[src/rtl/stopwatch_pkg.sv]
// Shared codes for the stopwatch controller: datapath set codes, software command codes,
// FSM state encoding and the decoded action bundle.
package stopwatch_pkg;

    localparam logic [1:0] SW_HOLD  = 2'd0;
    localparam logic [1:0] SW_RUN   = 2'd1;
    localparam logic [1:0] SW_CLEAR = 2'd2;

    localparam logic [1:0] CMD_START = 2'd0;
    localparam logic [1:0] CMD_STOP  = 2'd1;
    localparam logic [1:0] CMD_CLEAR = 2'd2;
    localparam logic [1:0] CMD_LAP   = 2'd3;

    typedef enum logic [1:0] {
        ST_IDLE  = 2'd0,
        ST_RUN   = 2'd1,
        ST_PAUSE = 2'd2,
        ST_CLEAR = 2'd3
    } sw_state_e;

    typedef struct packed {
        logic start;
        logic stop;
        logic clear;
        logic lap;
    } sw_act_t;

    function automatic logic [1:0] set_code(input sw_state_e st);
        case (st)
            ST_RUN:   set_code = SW_RUN;
            ST_CLEAR: set_code = SW_CLEAR;
            default:  set_code = SW_HOLD;
        endcase
    endfunction

endpackage

[src/rtl/stopwatch_ctrl_debounce.sv]
// Push-button conditioner: two-flop synchroniser, stability down-counter and a one-cycle
// pulse on each accepted press (releases are accepted silently).
module btn_debounce #(
    parameter int CYCLES = 250000
) (
    input  logic clk,
    input  logic reset,
    input  logic btn_i,
    output logic rise_o
);

    localparam int CNT_W = (CYCLES > 1) ? $clog2(CYCLES) : 1;
    localparam logic [CNT_W-1:0] RELOAD = CNT_W'(CYCLES - 1);

    logic [1:0]       sync_q;
    logic             level_q;
    logic             rise_q;
    logic [CNT_W-1:0] cnt_q;
    logic [CNT_W-1:0] cnt_d;
    logic             accept;

    always_comb begin
        accept = 1'b0;
        cnt_d  = cnt_q;
        if (sync_q[1] == level_q) begin
            cnt_d = RELOAD;
        end else if (cnt_q == '0) begin
            accept = 1'b1;
            cnt_d  = RELOAD;
        end else begin
            cnt_d = cnt_q - CNT_W'(1);
        end
    end

    // A change back to the accepted level reloads the counter, so bounces restart the wait.
    always_ff @(posedge clk) begin
        if (reset) begin
            sync_q  <= 2'b00;
            level_q <= 1'b0;
            rise_q  <= 1'b0;
            cnt_q   <= RELOAD;
        end else begin
            sync_q <= {sync_q[0], btn_i};
            cnt_q  <= cnt_d;
            rise_q <= accept & sync_q[1];
            if (accept) begin
                level_q <= sync_q[1];
            end
        end
    end

    assign rise_o = rise_q;

endmodule

[src/rtl/stopwatch_ctrl.sv]
// Run/pause/clear/lap sequencer for the stopwatch datapath: button and command merge,
// control FSM and lap capture registers.
//
//  state    | meaning
//  ---------+-----------------------------------------------------
//  ST_CLEAR | datapath zeroed (set=2), lasts one cycle, then IDLE
//  ST_IDLE  | cleared and stopped (set=0)
//  ST_RUN   | counting (set=1), lap events capture the timer
//  ST_PAUSE | stopped with time retained (set=0)
module stopwatch_ctrl
    import stopwatch_pkg::*;
#(
    parameter int DEBOUNCE_CYCLES = 250000,
    parameter int LAP_CNT_W       = 4
) (
    input  logic                 clk,
    input  logic                 reset,
    input  logic                 btn_ss,
    input  logic                 btn_lc,
    input  logic                 cmd_valid,
    input  logic [1:0]           cmd,
    input  logic [23:0]          timer,
    output logic [1:0]           set,
    output logic                 running,
    output logic [23:0]          lap_time,
    output logic                 lap_valid,
    output logic [LAP_CNT_W-1:0] lap_count
);

    logic ev_ss;
    logic ev_lc;

    btn_debounce #(.CYCLES(DEBOUNCE_CYCLES)) u_deb_ss (
        .clk    (clk),
        .reset  (reset),
        .btn_i  (btn_ss),
        .rise_o (ev_ss)
    );

    btn_debounce #(.CYCLES(DEBOUNCE_CYCLES)) u_deb_lc (
        .clk    (clk),
        .reset  (reset),
        .btn_i  (btn_lc),
        .rise_o (ev_lc)
    );

    sw_state_e            state_q;
    sw_state_e            state_d;
    logic [1:0]           set_q;
    logic                 running_q;
    logic [23:0]          lap_time_q;
    logic                 lap_valid_q;
    logic [LAP_CNT_W-1:0] lap_count_q;
    sw_act_t              act;
    logic                 capture;

    // Software commands own the cycle; buttons only count when no command is strobed.
    always_comb begin
        act = '0;
        if (cmd_valid) begin
            case (cmd)
                CMD_START: act.start = 1'b1;
                CMD_STOP:  act.stop  = 1'b1;
                CMD_CLEAR: act.clear = 1'b1;
                CMD_LAP:   act.lap   = 1'b1;
            endcase
        end else begin
            if (ev_ss) begin
                if (state_q == ST_RUN) act.stop  = 1'b1;
                else                   act.start = 1'b1;
            end
            if (ev_lc) begin
                if (state_q == ST_RUN) act.lap   = 1'b1;
                else                   act.clear = 1'b1;
            end
        end
    end

    always_comb begin
        state_d = state_q;
        capture = 1'b0;
        case (state_q)
            ST_CLEAR: state_d = ST_IDLE;
            ST_IDLE, ST_PAUSE: begin
                if (act.clear)      state_d = ST_CLEAR;
                else if (act.start) state_d = ST_RUN;
            end
            ST_RUN: begin
                if (act.clear)      state_d = ST_CLEAR;
                else if (act.stop)  state_d = ST_PAUSE;
                else if (act.lap)   capture = 1'b1;
            end
        endcase
    end

    always_ff @(posedge clk) begin
        if (reset) begin
            state_q     <= ST_CLEAR;
            set_q       <= SW_CLEAR;
            running_q   <= 1'b0;
            lap_time_q  <= '0;
            lap_valid_q <= 1'b0;
            lap_count_q <= '0;
        end else begin
            state_q     <= state_d;
            set_q       <= set_code(state_d);
            running_q   <= (state_d == ST_RUN);
            lap_valid_q <= capture;
            // Lap registers are zeroed on entry so they already read 0 while set=2.
            if (state_d == ST_CLEAR) begin
                lap_time_q  <= '0;
                lap_count_q <= '0;
            end else if (capture) begin
                lap_time_q <= timer;
                if (lap_count_q != '1) begin
                    lap_count_q <= lap_count_q + LAP_CNT_W'(1);
                end
            end
        end
    end

    assign set       = set_q;
    assign running   = running_q;
    assign lap_time  = lap_time_q;
    assign lap_valid = lap_valid_q;
    assign lap_count = lap_count_q;

endmodule
[config.mk]
export PLATFORM = sky130hd
export DESIGN_NAME = stopwatch_ctrl
export DESIGN_NICKNAME = d
export VERILOG_FILES = /design/src/rtl/stopwatch_pkg.sv /design/src/rtl/stopwatch_ctrl_debounce.sv /design/src/rtl/stopwatch_ctrl.sv
export SDC_FILE = /design/constraint.sdc
export NUM_CORES = 1
export LEC_CHECK = 0
export CAP_MARGIN = 40
export CELL_PAD_IN_SITES_DETAIL_PLACEMENT = 0
export CELL_PAD_IN_SITES_GLOBAL_PLACEMENT = 1
export CORE_ASPECT_RATIO = 0.9
export CORE_UTILIZATION = 35
export CTS_BUF_LIST = sky130_fd_sc_hd__clkbuf_4
export CTS_CLUSTER_DIAMETER = 50
export DETAILED_ROUTE_END_ITERATION = 6
export PLACE_DENSITY_LB_ADDON = 0.1
export SYNTH_ARGS = -nofsm -noshare
export SYNTH_HDL_FRONTEND = slang
export SYNTH_HIERARCHICAL = 1
export SYNTH_SLANG_ARGS = --single-unit
[constraint.sdc]
create_clock -name clk -period 3.07 [get_ports clk]
set_clock_uncertainty 0.1 [all_clocks]
set_input_delay 0.614 -clock clk [delete_from_list [all_inputs] [get_ports clk]]
set_output_delay 0.614 -clock clk [all_outputs]
set_load 0.02 [all_outputs]
==> impl_metrics.tcl, run 1 <==
set metrics [dict create \
    path_cells "clkdlybuf4s50_1" \
    status "completed" \
    finalHoldViolCount 0 \
    track_usage_pct 15.3 \
    ctsHoldBuffers 0 \
    leakage_nw 1.37 \
    grt_max_degree 30 \
    io_pins 63 \
    cp.arrival_ns 1.46 \
    postRouteAntennaNets 0 \
    tightest_slew_ns 0.705 \
    slew_violations 0 \
    fin_area_mm2 0.00406 \
    synth_top_area_share_pct 47.9 \
    cts_root_buf "clkbuf_4" \
    crit_family "buffers and inverters" \
    swShare_pct 23.3 \
    regArea_mm2 0.00154 \
    dr.pass1.iters 4 \
    drtIter0Drc 56 \
    avgViaCountPerCell 4.81 \
    final_layout_size_suffix_gt1_share_pct 7.32 \
    critPathBufInv 1 \
    antenna_cells 0 \
    die_x_um 103 \
    setup_viol_count_final 0 \
    critPathCaptureType "output pin" \
    grt_pass1_vias 2345 \
    power_frac_seq_pct 58.7 \
    rsz0062_at_grt "false" \
    async_flop_share_pct 0 \
    cts_tree "yes" \
    multi_input_comb_area_mm2 0.00157 \
    clk_latency_ns 0.42 \
    cp-start-kind "register" \
    synthFlopType "dfxtp_1" \
    grt-ovfl-total 0 \
    min_period_ns 2.17 \
    synth_area_leaders "dfxtp_1, mux2i_1, nor2_1" \
    cp_max_fo 5 \
    max-slew-margin-rel_pct 52.6 \
    maxCapViolations 0 \
    place_inst 499 \
    htree_levels 3 \
    cts.sinks 77 \
    route.vias.total 2477 \
    switching_power_mw 0.406 \
    ys_types 47 \
    avgSynthCellArea_um2 9.79 \
    synth_top_area_cell "dfxtp_1" \
    clkTransAtPathRegs_ns 0.11 \
    ys_seq_area_share_pct 47.9 \
    cpPeakStageDelay_ns 0.64 \
    worst_slack_ns 0.900 \
    instances_no_fill 515 \
    yosysMostFrequentCell "dfxtp_1" \
    n_fill_cell 862 \
    place_congestion 0.723 \
    crit_required_ns 2.36 \
    drc 0 \
    ir_drop_mv 0.320 \
    syn_nets 363 \
    cts_resized 0 \
    fin_tns_setup_ns 0 \
    place_ws_ns 0.590 \
    wl_per_cell_um 12.7 \
    dp_hpwl_um 4520 \
    portBuffers 62 \
    ys_seq_elements 77 \
    cts_buffer_depth 2 \
    initial_core_util_pct 36.9 \
    synth_area_mm2 0.00322 \
    synth.yosys.warnings 6 \
    synth_edf_count 0 \
    period_share_pct 70.7 \
    area_delta_synth_final_pct 26.2 \
    critPathKind "reg -> out" \
    synthesis.instances 329 \
    internal_power_mw 1.34 \
    p_clk_share_pct 33.9 \
    antenna_found_initial 0 \
    p_per_area_mw_per_mm2 429 \
    rows 32 \
    p_comb_share_pct 7.5 \
    die_area_mm2 0.00959 \
    max_freq_mhz 461 \
    placed_area_mm2 0.00394 \
    nets 425 \
    yosys-top-cells-count "dfxtp_1, nor2_1, mux2i_1, xnor2_1, nand2_1" \
    cts_made_buffers 9 \
    grt_pass1_wl_um 11100 \
    routed_wl_um 6560 \
    cp_slowest_cell "clkdlybuf4s50_1" \
    die_h_um 93.0 \
    min_path_type "reg -> reg" \
    cts_setup_buffers 0 \
    core_area_mm2 0.00873 \
    whs_ns 0.318 \
]
cell usage in the layout, fill, tap and decap left out, types with 5 or more instances in the layout:
cell             netlist  routed
a21oi_1               10      10
and3_1                 6       6
clkbuf_4               0      10
clkdlybuf4s50_1        0      62
dfxtp_1               77      77
mux2i_1               26      26
nand2_1               19      19
nand2b_1               6       6
nor2_1                47      47
nor2b_1                7       7
nor3_1                 8       8
nor4_1                10      10
o21ai_0                7       7
or3_1                  6       6
xnor2_1               20      20
xor2_1                 5       5
logic make-up (layout without fill, tap and decap cells):
family                     count (synthesis)  after routing  share of synthesized area, %
buffers and inverters                     19             86                          3.46
adders and majority gates                  3              3                          1.17
muxes                                     26             26                          8.08
xor gates and xnor gates                  25             25                          6.80
DFF                                       77             77                          47.9
AOI/OAI and AO/OA                         35             35                          8.08
and+or+nand+nor                          144            144                          24.5
layer usage:
layer	wire, um	track usage [%]
met1	3180	19.0
met2	2930	23.2
met3	373	6.88
met4	85	5.28
met5	0	0
registers in the layout (all words and copies together), names as in the netlist:
register	count
u_deb_lc/rise_o	1
lap_valid	1
u_deb_lc/level_q	1
state_q	2
u_deb_ss/rise_o	1
lap_time	24
u_deb_lc/sync_q	2
lap_count	4
u_deb_lc/cnt_q	18
u_deb_ss/sync_q	2
u_deb_ss/level_q	1
set	2
u_deb_ss/cnt_q	18
power by group through the flow:
stage | Sequential [mW] | Combinational [mW] | Clock (mW)
after CTS | 1.02 | 0.132 | 0.630
after floorplan | 1.05 | 0.0543 | 0
after detailed placement | 1.05 | 0.131 | 0
final | 1.02 | 0.130 | 0.590
after global routing | 1.02 | 0.141 | 0.668
after global placement | 1.05 | 0.131 | 0
final timing paths:
check	end	cells after the start	slack [ns]	from
worst max-delay path	lap_count[3]	1	0.90	lap_count[3]
worst min-delay path	u_deb_ss/cnt_q[0]	1	0.32	u_deb_ss/cnt_q[0]
worst max register to register	u_deb_lc/cnt_q[11]	4	0.91	u_deb_lc/cnt_q[12]
worst min register to register	u_deb_ss/cnt_q[0]	1	0.32	u_deb_ss/cnt_q[0]
final cells by class:
| type | count | area share [%] |
|---|---|---|
| repair buffers | 66 | 16.3 |
| multi-input cells | 233 | 38.5 |
| clock buffers | 10 | 1.85 |
| inverters | 4 | 0.369 |
| well taps | 119 | 3.66 |
| clock inverters | 6 | 1.32 |
| flip-flops and latches | 77 | 37.9 |
per-stage QoR:
step	util [%]	power (mW)
2_1_floorplan	-	1.11
3_3_place_gp	45.1	1.18
3_5_place_dp	45.1	1.18
4_1_cts	46.6	1.78
5_1_grt	46.6	1.83
6_report	46.6	1.74
(Power assumes the default switching activity.)
==> run 2, diff against run 1 <==
Clock period 3.07 ns to 2.24 ns, I/O delays scaled along.
==> run 2 against run 1 <==
Net effect: core utilization up 0.93 points; first-iteration DRC count up 46%; sequential cell count unchanged; setup slack worse by 0.72 ns; die area unchanged; combinational power up 42%; power up 35%; via count up 1.3%; critical path depth up 3; register-to-register slack worse by 0.73 ns; largest cell class unchanged.
==> impl_metrics.tcl, run 2 (same netlist as run 1, synthesis figures left out) <==
set metrics [dict create \
    place_ws_ns 0.0634 \
    swShare_pct 22.5 \
    portBuffers 62 \
    dp_hpwl_um 4580 \
    initial_core_util_pct 36.9 \
    setup_viol_count_final 0 \
    grt_pass1_vias 2426 \
    worstHoldStart "u_deb_lc/cnt_q[0]" \
    io_pins 63 \
    die_h_um 93.0 \
    rsz0062_at_grt "false" \
    route.vias.total 2510 \
    cp.arrival_ns 2.25 \
    grt_use_met2_pct 24.2 \
    critPathCaptureType "register" \
    cts_tree "yes" \
    use_met3_pct 5.83 \
    switching_power_mw 0.530 \
    min_period_ns 2.06 \
    antenna_cells 0 \
    top_usage_layer "met2" \
    crit_family "simple AND/OR/NAND/NOR gates" \
    grt_pass1_wl_um 11100 \
    cts_buffer_depth 2 \
    maxCapViolations 0 \
    area_delta_synth_final_pct 28.8 \
    final_common_cell "dfxtp_1" \
    postRouteAntennaNets 0 \
    final_cell_mix "dfxtp_1, clkdlybuf4s50_1, nor2_1" \
    rows 32 \
    leakage_nw 1.42 \
    regArea_mm2 0.00154 \
    cp_max_fo 8 \
    cpPeakStageDelay_ns 0.54 \
    largest_reg_flops 24 \
    multi_input_comb_area_mm2 0.00157 \
    reg2regPathDepth 4 \
    clk_latency_ns 0.40 \
    p_clk_share_pct 32.7 \
    max-slew-margin-rel_pct 63.2 \
    grt_max_degree 31 \
    grt_use_met1_pct 18.4 \
    place_congestion 0.723 \
    routed_wl_um 6620 \
    total_power_mw 2.36 \
    crit_required_ns 2.43 \
    core_area_mm2 0.00873 \
    tightest_slew_ns 0.547 \
    track_usage_pct 15.0 \
    grt-ovfl-total 0 \
    final_layout_size_suffix_gt1_share_pct 9.41 \
    nets 435 \
    finalHoldViolCount 0 \
    whs_endpoint "u_deb_lc/cnt_q[0]" \
    avgViaCountPerCell 4.80 \
    p_per_area_mw_per_mm2 568 \
    cts.sinks 77 \
    path_cells "nor4_1 -> nand4b_1 -> o31a_1 -> o311ai_0" \
    critPathBufInv 0 \
    worstHoldPathCells 1 \
    rr_startpoint "u_deb_lc/cnt_q[8]" \
    slew_violations 0 \
    ir_drop_mv 0.340 \
    cts_resized 0 \
    wl_per_cell_um 12.7 \
    cp_slowest_cell "nor4_1" \
    ctsHoldBuffers 0 \
    period_share_pct 91.8 \
    fin_tns_setup_ns 0 \
    critPathKind "reg -> reg" \
    worst_slack_ns 0.184 \
    drc 0 \
    r2r_end "u_deb_lc/cnt_q[7]" \
    drtIter0Drc 82 \
    die_area_mm2 0.00959 \
    antenna_found_initial 0 \
    clkTransAtPathRegs_ns 0.11 \
    htree_levels 3 \
    cp-start-kind "register" \
    cts_setup_buffers 0 \
    reg2reg_slack_ns 0.18 \
    n_fill_cell 901 \
    status "completed" \
    p_comb_share_pct 7.8 \
    cts_made_buffers 9 \
    internal_power_mw 1.83 \
    dr.pass1.iters 4 \
    max_freq_mhz 486 \
    power_frac_seq_pct 59.5 \
    die_x_um 103 \
    min_path_type "reg -> reg" \
    cts_root_buf "clkbuf_4" \
]
-- run 2: metal layers --
metal,vias to the layer above,wire length (um)
li1,1305,-
met1,1146,3180
met2,53,2990
met3,6,377
met4,0,78
met5,-,0
-- run 2: power by group through the flow --
| stage | combinational, mW | clock [mW] | sequential, mW |
|---|---|---|---|
| 2_1_floorplan | 0.0745 | 0 | 1.44 |
| 6_report | 0.184 | 0.772 | 1.40 |
| 4_1_cts | 0.186 | 0.813 | 1.40 |
| 5_1_grt | 0.199 | 0.880 | 1.41 |
| 3_3_place_gp | 0.184 | 0 | 1.43 |
| 3_5_place_dp | 0.186 | 0 | 1.43 |
-- run 2: area by class of cell --
type	count	share of cell area, %
Clock inverter	4	0.996
Sequential cell	77	37.2
Tap cell	119	3.59
Timing Repair Buffer	76	18.1
Inverter	4	0.362
Multi-Input combinational cell	233	37.9
Clock buffer	10	1.81
-- run 2: how the worst max path moves through the flow --
| stage | end | depth (start not counted) | startpoint |
|---|---|---|---|
| 6_report | u_deb_lc/cnt_q[7] | 4 | u_deb_lc/cnt_q[8] |
| 4_1_cts | lap_count[3] | 1 | lap_count[3] |
| 5_1_grt | u_deb_lc/cnt_q[9] | 4 | u_deb_lc/cnt_q[8] |
| 3_3_place_gp | lap_count[3] | 6 | cmd_valid |
| 2_1_floorplan | u_deb_lc/cnt_q[13] | 5 | u_deb_lc/cnt_q[0] |
| 3_5_place_dp | lap_time[11] | 6 | cmd_valid |
-- run 2: through the flow --
step	util [%]	cell area, um^2	instances	hold slack (ns)
2_1_floorplan	-	3220	329	0.279
3_3_place_gp	46.1	4020	509	0.295
3_5_place_dp	46.1	4020	509	0.295
4_1_cts	47.4	4140	523	0.326
5_1_grt	47.5	4150	523	0.356
6_report	47.5	4150	523	0.323
==> run 3, diff against run 2 <==
Settings changed: SYNTH_HIERARCHICAL 1 to not set.
==> run 3 against run 2 <==
Net effect: cell count up 4.4%; worst hold slack better by 0.0031 ns; sequential power about the same; highest routed layer unchanged; first-iteration DRC count down 17%; largest power group unchanged; critical path depth unchanged; via count up 1.6%.
==> impl_metrics.tcl, run 3 <==
set metrics [dict create \
    yosysMostFrequentCell "dfxtp_1" \
    min_path_type "reg -> reg" \
    drtIter0Drc 68 \
    synth_area_leaders "dfxtp_1, mux2i_1, nor2_1" \
    initial_core_util_pct 36.3 \
    period_share_pct 95.7 \
    maxCapViolations 0 \
    area_delta_synth_final_pct 37.5 \
    wl_per_cell_um 12.0 \
    ys_seq_area_share_pct 49.1 \
    syn_nets 361 \
    grt_pass1_vias 2420 \
    antenna_cells 0 \
    critPathCaptureType "register" \
    final_common_cell "dfxtp_1" \
    drc 0 \
    p_per_area_mw_per_mm2 593 \
    cts_buffer_depth 2 \
    die_h_um 91.9 \
    synthFlopType "dfxtp_1" \
    place_congestion 0.755 \
    cts_tree "yes" \
    cpPeakStageDelay_ns 0.53 \
    cp_slowest_cell "or4_4" \
    yosys-top-cells-count "dfxtp_1, nor2_1, mux2i_1, nand2_1, xnor2_1" \
    final_cell_mix "dfxtp_1, clkdlybuf4s50_1, nor2_1" \
    route.vias.total 2551 \
    whs_endpoint "u_deb_lc.cnt_q[0]" \
    reg2reg_slack_ns 0.1 \
    critPathKind "reg -> reg" \
    ys_seq_elements 77 \
    rr_startpoint "u_deb_ss.cnt_q[12]" \
    final_layout_size_suffix_gt1_share_pct 15.5 \
    die_area_mm2 0.00936 \
    track_usage_pct 15.1 \
    grt_pass1_wl_um 11100 \
    io_pins 63 \
    setup_viol_count_final 0 \
    crit_required_ns 2.44 \
    worstHoldPathCells 1 \
    max_freq_mhz 467 \
    status "completed" \
    cp-start-kind "register" \
    synth_edf_count 0 \
    cp_max_fo 2 \
    synth_top_area_share_pct 49.1 \
    synth_top_area_cell "dfxtp_1" \
    largest_reg_flops 24 \
    routed_wl_um 6550 \
    cp.arrival_ns 2.34 \
    worstHoldStart "u_deb_lc.cnt_q[0]" \
    rsz0062_at_grt "false" \
    min_period_ns 2.14 \
    ys_types 45 \
    finalHoldViolCount 0 \
    nets 456 \
    htree_levels 3 \
    grt_max_degree 30 \
    antenna_found_initial 0 \
    total_power_mw 2.56 \
    ir_drop_mv 0.272 \
    reg2regPathDepth 4 \
    dr.pass1.iters 4 \
    cts_setup_buffers 0 \
    avgSynthCellArea_um2 9.60 \
    die_x_um 102 \
    ctsHoldBuffers 0 \
    n_fill_cell 846 \
    core_area_mm2 0.00865 \
    portBuffers 62 \
    path_cells "or4_4 -> or3_1 -> or4_1 -> a221o_1" \
    synth_area_mm2 0.00314 \
    grt-ovfl-total 0 \
    r2r_end "u_deb_ss.cnt_q[17]" \
    avgViaCountPerCell 4.67 \
    async_flop_share_pct 0 \
    leakage_nw 1.58 \
    max-slew-margin-rel_pct 55.6 \
    slew_violations 0 \
    fin_area_mm2 0.00432 \
    postRouteAntennaNets 0 \
    cts.sinks 77 \
    rows 32 \
    synthesis.instances 327 \
    placed_area_mm2 0.00415 \
    synth.yosys.warnings 0 \
    tightest_slew_ns 0.666 \
    dp_hpwl_um 4750 \
    clkTransAtPathRegs_ns 0.11 \
    cts_root_buf "clkbuf_4" \
    cts_made_buffers 9 \
    clk_latency_ns 0.41 \
]
## run 3: cell count changes after synthesis, sizes merged, moves of 4 or more
cell,change
clkbuf,+5
buf,-6
or4,+4
nor2,-5
xnor2,-4
## run 3: where the power goes
part / total (mW) / internal (mW) / leakage (nW) / switching (mW)
combinational: 0.193 / 0.114 / 0.864 / 0.0789
sequential: 1.40 / 1.39 / 0.624 / 0.0125
clock: 0.965 / 0.490 / 0.0875 / 0.475
## run 3: cell type report
type                            count  area (um^2)  share of cell area [%]
Sequential cell                    77         1540                    35.7
Multi-Input combinational cell    229         1530                    35.5
Timing Repair Buffer               98          903                    20.9
Tap cell                          119          149                    3.45
Clock buffer                       12         90.1                    2.09
Clock inverter                      4         72.6                    1.68
Inverter                            7         26.3                   0.609
## run 3: repair_timing
action                     in CTS  in global routing
hold endpoints to repair        0                  0
gates resized for setup         0                  2
setup endpoints to repair       0                 11
## run 3: through the flow
stage	utilization, %	hold WS (ns)	TNS, ns	cells	setup WS [ns]
finish	49.9	0.326	0	546	0.0969
global route	49.9	0.366	0	546	0.00124
CTS	49.8	0.327	0	546	0.0194
detailed placement	47.9	0.301	-1.27	530	-0.115
global placement	47.9	0.297	-1.20	530	-0.0793
floorplan	-	0.279	0	327	0.0180
## run 3: kinds of logic after synthesis
logic type,Yosys count,synth area share [%]
mux,27,8.61
fa+ha+maj,3,1.20
compound gates,33,7.21
buf+inv,21,2.79
xor+xnor,24,6.69
simple gates,142,24.4
flops,77,49.1
## run 3: layer usage
| metal | up-vias | global-route usage [%] | routed length [um] |
|---|---|---|---|
| met2 | 45 | 23.4 | 2950 |
| met1 | 1167 | 20.0 | 3260 |
| met4 | 0 | 5.00 | 61 |
| met3 | 6 | 4.50 | 273 |
| met5 | - | 0 | 0 |
| li1 | 1333 | - | - |
## run 3: worst max path at each step
| stage | from | end | slack, ns | cells after the start |
|---|---|---|---|---|
| final | u_deb_ss.cnt_q[12] | u_deb_ss.cnt_q[17] | 0.1 | 4 |
| after global routing | u_deb_ss.cnt_q[8] | u_deb_ss.cnt_q[17] | 0.001 | 4 |
| after CTS | u_deb_lc.cnt_q[7] | u_deb_lc.cnt_q[3] | 0.02 | 5 |
| after detailed placement | cmd_valid | lap_count[2] | -0.12 | 6 |
| after global placement | cmd_valid | lap_count[2] | -0.08 | 6 |
| after floorplan | u_deb_lc.cnt_q[7] | u_deb_lc.cnt_q[10] | 0.02 | 5 |
## run 3: worst max-delay path: cells and delay by family, from the launching register on
kind	cells	cell delay [ns]
AND/OR/NAND/NOR	3	1.26
AO/OA/AOI/OAI	1	0.35
flip-flops	1	0.33
